`src/rtl/uart_tx_scheduler.sv`:
```
// uart_tx_scheduler
// Round-robin scheduler sharing one UART transmitter among NUM_REQ clients.
// Each grant produces a two-byte frame: header (HDR_BASE | id), then payload.
//
// Ports:
//   i_Clk          system clock
//   i_Rst          asynchronous active-high reset
//   i_req          per-requester request, held until o_ack
//   i_req_data     payload bytes, requester k on [8k+7:8k]
//   o_ack          one-cycle one-hot grant pulse (payload captured)
//   o_tx_start     one-cycle start strobe to the transmitter
//   o_tx_data      byte to the transmitter, held until the next load
//   i_tx_busy      transmitter busy flag
//   o_active       high while a frame is in progress
//   o_cur_id       id of the frame in progress
//   o_timeout_err  sticky busy-rise timeout flag
module uart_tx_scheduler #(
  parameter int          NUM_REQ      = 4,
  parameter logic [7:0]  HDR_BASE     = 8'hA0,
  parameter int          BUSY_TIMEOUT = 16,
  localparam int         IDW          = (NUM_REQ > 1) ? $clog2(NUM_REQ) : 1
) (
  input  logic                 i_Clk,
  input  logic                 i_Rst,
  input  logic [NUM_REQ-1:0]   i_req,
  input  logic [8*NUM_REQ-1:0] i_req_data,
  output logic [NUM_REQ-1:0]   o_ack,
  output logic                 o_tx_start,
  output logic [7:0]           o_tx_data,
  input  logic                 i_tx_busy,
  output logic                 o_active,
  output logic [IDW-1:0]       o_cur_id,
  output logic                 o_timeout_err
);

  localparam int CW = $clog2(BUSY_TIMEOUT + 1);

  typedef enum logic [2:0] {
    S_IDLE,
    S_GRANT,
    S_START,
    S_WAIT_HI,
    S_WAIT_LO,
    S_NEXT
  } state_t;

  state_t               r_state,    r_state_n;
  logic [IDW-1:0]       r_rr_ptr,   r_rr_ptr_n;
  logic [IDW-1:0]       r_id,       r_id_n;
  logic [7:0]           r_payload,  r_payload_n;
  logic                 r_byte_sel, r_byte_sel_n;
  logic [CW-1:0]        r_cnt,      r_cnt_n;
  logic [NUM_REQ-1:0]   r_ack,      r_ack_n;
  logic                 r_tx_start, r_tx_start_n;
  logic [7:0]           r_tx_data,  r_tx_data_n;
  logic                 r_active,   r_active_n;
  logic [IDW-1:0]       r_cur_id,   r_cur_id_n;
  logic                 r_err,      r_err_n;

  logic                 w_found;
  logic [IDW-1:0]       w_win;
  logic [7:0]           w_hdr;

  // Rotating priority scan: first set request at or after the pointer wins.
  always_comb begin
    w_found = 1'b0;
    w_win   = '0;
    for (int unsigned i = 0; i < NUM_REQ; i++) begin
      int unsigned idx;
      idx = (32'(r_rr_ptr) + i) % NUM_REQ;
      if (!w_found && i_req[IDW'(idx)]) begin
        w_found = 1'b1;
        w_win   = IDW'(idx);
      end
    end
  end

  assign w_hdr = HDR_BASE | {{(8-IDW){1'b0}}, r_id};

  // The start strobe is registered, so it appears in the first WAIT_HI cycle
  // and the busy-rise timeout window starts counting from the strobe itself.
  always_comb begin
    r_state_n    = r_state;
    r_rr_ptr_n   = r_rr_ptr;
    r_id_n       = r_id;
    r_payload_n  = r_payload;
    r_byte_sel_n = r_byte_sel;
    r_cnt_n      = r_cnt;
    r_ack_n      = '0;
    r_tx_start_n = 1'b0;
    r_tx_data_n  = r_tx_data;
    r_active_n   = r_active;
    r_cur_id_n   = r_cur_id;
    r_err_n      = r_err;

    case (r_state)
      S_IDLE: begin
        if (w_found) begin
          r_id_n      = w_win;
          r_payload_n = i_req_data[{w_win, 3'b000} +: 8];
          r_ack_n     = NUM_REQ'(1) << w_win;
          r_rr_ptr_n  = (w_win == IDW'(NUM_REQ - 1)) ? '0 : w_win + 1'b1;
          r_active_n  = 1'b1;
          r_cur_id_n  = w_win;
          r_state_n   = S_GRANT;
        end
      end
      S_GRANT: begin
        r_tx_data_n  = w_hdr;
        r_byte_sel_n = 1'b0;
        if (!i_tx_busy) r_state_n = S_START;
      end
      S_START: begin
        r_tx_start_n = 1'b1;
        r_cnt_n      = '0;
        r_state_n    = S_WAIT_HI;
      end
      S_WAIT_HI: begin
        if (i_tx_busy) begin
          r_state_n = S_WAIT_LO;
        end else if (r_cnt == CW'(BUSY_TIMEOUT - 1)) begin
          r_err_n    = 1'b1;
          r_active_n = 1'b0;
          r_state_n  = S_IDLE;
        end else begin
          r_cnt_n = r_cnt + 1'b1;
        end
      end
      S_WAIT_LO: begin
        if (!i_tx_busy) r_state_n = S_NEXT;
      end
      S_NEXT: begin
        if (!r_byte_sel) begin
          r_tx_data_n  = r_payload;
          r_byte_sel_n = 1'b1;
          r_state_n    = S_START;
        end else begin
          r_active_n = 1'b0;
          r_state_n  = S_IDLE;
        end
      end
      default: r_state_n = S_IDLE;
    endcase
  end

  always_ff @(posedge i_Clk or posedge i_Rst) begin
    if (i_Rst) begin
      r_state    <= S_IDLE;
      r_rr_ptr   <= '0;
      r_id       <= '0;
      r_payload  <= '0;
      r_byte_sel <= 1'b0;
      r_cnt      <= '0;
      r_ack      <= '0;
      r_tx_start <= 1'b0;
      r_tx_data  <= '0;
      r_active   <= 1'b0;
      r_cur_id   <= '0;
      r_err      <= 1'b0;
    end else begin
      r_state    <= r_state_n;
      r_rr_ptr   <= r_rr_ptr_n;
      r_id       <= r_id_n;
      r_payload  <= r_payload_n;
      r_byte_sel <= r_byte_sel_n;
      r_cnt      <= r_cnt_n;
      r_ack      <= r_ack_n;
      r_tx_start <= r_tx_start_n;
      r_tx_data  <= r_tx_data_n;
      r_active   <= r_active_n;
      r_cur_id   <= r_cur_id_n;
      r_err      <= r_err_n;
    end
  end

  assign o_ack         = r_ack;
  assign o_tx_start    = r_tx_start;
  assign o_tx_data     = r_tx_data;
  assign o_active      = r_active;
  assign o_cur_id      = r_cur_id;
  assign o_timeout_err = r_err;

endmodule

```
`config.mk`:
```
export PLATFORM = sky130hd
export DESIGN_NAME = uart_tx_scheduler
export DESIGN_NICKNAME = d
export VERILOG_FILES = /design/src/rtl/uart_tx_scheduler.sv
export SDC_FILE = /design/constraint.sdc
export NUM_CORES = 1
export LEC_CHECK = 0
export ABC_AREA = 1
export ABC_CLOCK_PERIOD_IN_PS = 2200
export BUFFER_PORTS_ARGS = -buffer_cell sky130_fd_sc_hd__clkbuf_2
export CORE_MARGIN = 8
export CORE_UTILIZATION = 44
export DETAILED_ROUTE_END_ITERATION = 10
export PLACE_DENSITY_LB_ADDON = 0.2
export SYNTH_ARGS = -nofsm -noshare
export SYNTH_HDL_FRONTEND = slang
export SYNTH_SLANG_ARGS = --single-unit
export TNS_END_PERCENT = 1
```
`constraint.sdc`:
```
create_clock -name i_Clk -period 2.2 [get_ports i_Clk]
set_clock_uncertainty 0.15 [all_clocks]
set_input_delay 0.44 -clock i_Clk [delete_from_list [all_inputs] [get_ports i_Clk]]
set_output_delay 0.44 -clock i_Clk [all_outputs]
set_load 0.01 [all_outputs]
```
==> impl_results.md <==
* Setup tns final at 0 ps
* CTS Sinks at 36
* Kind of critical path: reg2reg
* M1 WL at 2.44 mm
* Pin count of the biggest net entering global routing at 37
* Worst Path Required at 2270 ps
* Tightest Hold Check Type: in2async
* Final Hold Viols at 0
* Total gr overflow at 0
* Ports at 56
* ANT cells at 0
* Dpl hpwl at 4.07 mm
* YS warnings at 0
* Initial core utilization at 44.6%
* FP Rows at 26
* H-tree depth at 2
* Worst-margin pin slew at 431 ps
* Initial antenna violation count at 0
* DR DRC count at 0
* Startpoint types: flip-flop
* WL final at 5.02 mm
* Initial DRC Count at 72
* TritonCTS buffer count at 5
* Outcome: completed
* Max Slew Vio Count at 0
* Synth top area cells: dfrtp_1 (40%), nand2_1 (11%), nand3_1 (8.1%)
* Post-layout nets at 381
* Die H at 87.2 um
* Post-synth top area cell: dfrtp_1
* RSZ-0062 raised after global routing: false
* Critical Path Sink Type: flip-flop
* Final Cycle Share at 91.5%
* WL met3 at 303 um
* Post-route ant nets at 0
* Number of global-route vias before repair at 1853
* IO buf count at 55
* Arrival @ worst endpoint at 2080 ps
* Count leader, synth: nand2_1
* Area Overhead vs Synth at 22.5%
* Cell count after synthesis at 273
* GR Util All Layers at 14.0%
* GP Congestion at 0.891
* Mean post-synth cell area at 8.18 um^2
* Die ar. at 7610 um^2
* Share of layout cells above drive strength 1 at 35.0%
* Max_cap viols at 0
* Mapped Nets at 315
* Clock root cell: clkbuf_8
* Maximum vdd drop at 0.917 mV
* DR pass1 iterations at 4
* Post-Syn Area at 2230 um^2
* Cts hold-fix bufs at 0
* Achievable frequency at 497 MHz
* Top cells by count, synth: nand2_1 (63), dfrtp_1 (36), nand3_1 (36)
* Synth Register Bits at 36
* Clk buf depth at 2
* # setup viols final at 0
* Critical Path Fanout Max at 11
* Vias per cell at 4.71
* DR WL met2 at 2.22 mm
* PnR Total Power at 4.42 mW
* Sequential area share after synthesis at 40.4%
* Vias at 1930
* Distinct cells, synth at 40
* Power per cell area at 1620 nW/um^2
* Final worst path period need at 2010 ps
* Area occupied by multi-input gates at 1120 um^2
* Max Used Layer: met4
* Async SR Flop Fraction at 100%
* Slew margin rel. at 71.2%
* Register area at 902 um^2
* Worst-path clk slew at 80 ps
* First-pass GRT wire length at 8.49 mm
* Core Area at 5010 um^2
* CTS tree: built
* Latest clock arrival within the worst-skew pair at 290 ps
* Ys flop type: dfrtp_1
* Die W at 87.2 um
* Wirelength per Cell at 12.2 um
* Leak at 1.48 nW
* Post-synth EDFFs at 0
* Post-synth top area share at 40.4%
* Fillers at 523
-- critical path: stages (launching register included) --
cell and delay, ps:
dfrtp_2 440, inv_2 150, nand2_1 100, nand3_2 100, nand2_4 90, nor2_8 150
nand2_1 60, nor2_1 110, nor2_2 50, buf_4 170, nor2_4 170, nand3_1 110
nand3_1 90
-- routing by layer --
layer / track usage (%) / up-vias
met5: 0 / -
met1: 18.0 / 850
li1: - / 1018
met3: 4.06 / 8
met4: 3.75 / 0
met2: 22.1 / 54
-- cells in the final DEF, fill, tap and decap left out, drive strengths merged --
cell      synthesis  layout
nand2            86      86
clkbuf            0      60
nand3            39      39
dfrtp            36      36
inv              36      36
nor2             20      20
buf               8      12
nand3b            9       9
o21ai             8       8
a21oi             6       6
a22o              4       4
nor3              4       4
a31oi             3       3
ha                3       3
o22a              2       2
o22ai             2       2
a21o              1       1
o311ai            1       1
or2               1       1
o211ai            1       1
o21a              1       1
nand4             1       1
xor2              1       1
bufinv            0       1
clkinv            0       1
clkinvlp          0       1
-- flip-flops by register name, indices dropped and copies added (netlist names) --
| name | flops |
|---|---|
| r_cnt | 5 |
| o_tx_data | 8 |
| o_tx_start | 1 |
| r_rr_ptr | 2 |
| r_byte_sel | 1 |
| o_cur_id | 2 |
| o_timeout_err | 1 |
| r_state | 3 |
| r_payload | 8 |
| o_ack | 4 |
| o_active | 1 |
-- what timing repair did --
item	4_1_cts	5_1_grt
gates resized for setup	0	1
setup buffers	0	1
hold endpoints to repair	0	0
endpoints found under the setup margin	0	15
-- report_power, final --
group	switching (mW)	internal, mW	total, mW
Sequential	0.199	0.939	1.14
Combinational	1.68	1.03	2.71
Clock	0.235	0.335	0.571
Total	2.11	2.30	4.42
-- metrics by stage --
step | hold slack, ps | instance area [um^2] | util [%] | worst slack [ps] | std cells
4_1_cts | 82.7 | 2710 | 54.2 | 4.61 | 409
3_5_place_dp | 299 | 2600 | 51.9 | 29.8 | 401
5_1_grt | 124 | 2740 | 54.6 | 4.99 | 410
3_3_place_gp | 291 | 2600 | 51.9 | 95.3 | 401
2_1_floorplan | 316 | 2230 | - | 208 | 273
6_report | 63.5 | 2740 | 54.6 | 188 | 410
-- area by class of cell --
cell class              instances  share of cell area, %
clock buffers                   5                   2.52
multi-input cells             193                   41.0
flip-flops and latches         36                   33.0
inverters                      36                   4.94
repair buffers                 67                   13.8
well taps                      70                   3.20
clock inverters                 3                   1.56
-- cell families (layout without fill, tap and decap cells) --
kind of cell,Yosys count,in the layout,share of synthesized area [%]
simple gates,160,160,39.2
buf+inv,44,111,9.42
fa+ha+maj,3,3,1.68
flops,36,36,40.4
xor+xnor,1,1,0.392
compound gates,29,29,8.91
-- path summary, 6_finish.rpt --
| path | start | endpoint | slack, ps | cells after the start |
|---|---|---|---|---|
| max | r_rr_ptr[0]$_DFFE_PP0P_ | r_payload[1]$_DFFE_PP0P_ | 190 | 12 |
| min | i_Rst | r_payload[7]$_DFFE_PP0P_ | 60 | 3 |
| max reg2reg | r_rr_ptr[0]$_DFFE_PP0P_ | r_payload[1]$_DFFE_PP0P_ | 190 | 12 |
| min reg2reg | o_timeout_err$_DFFE_PP0P_ | o_timeout_err$_DFFE_PP0P_ | 310 | 1 |
| max in group asynchronous | i_Rst | r_rr_ptr[0]$_DFFE_PP0P_ | 1510 | 3 |
| min in group i_Clk | o_timeout_err$_DFFE_PP0P_ | o_timeout_err$_DFFE_PP0P_ | 310 | 1 |
(Power assumes the default switching activity.)
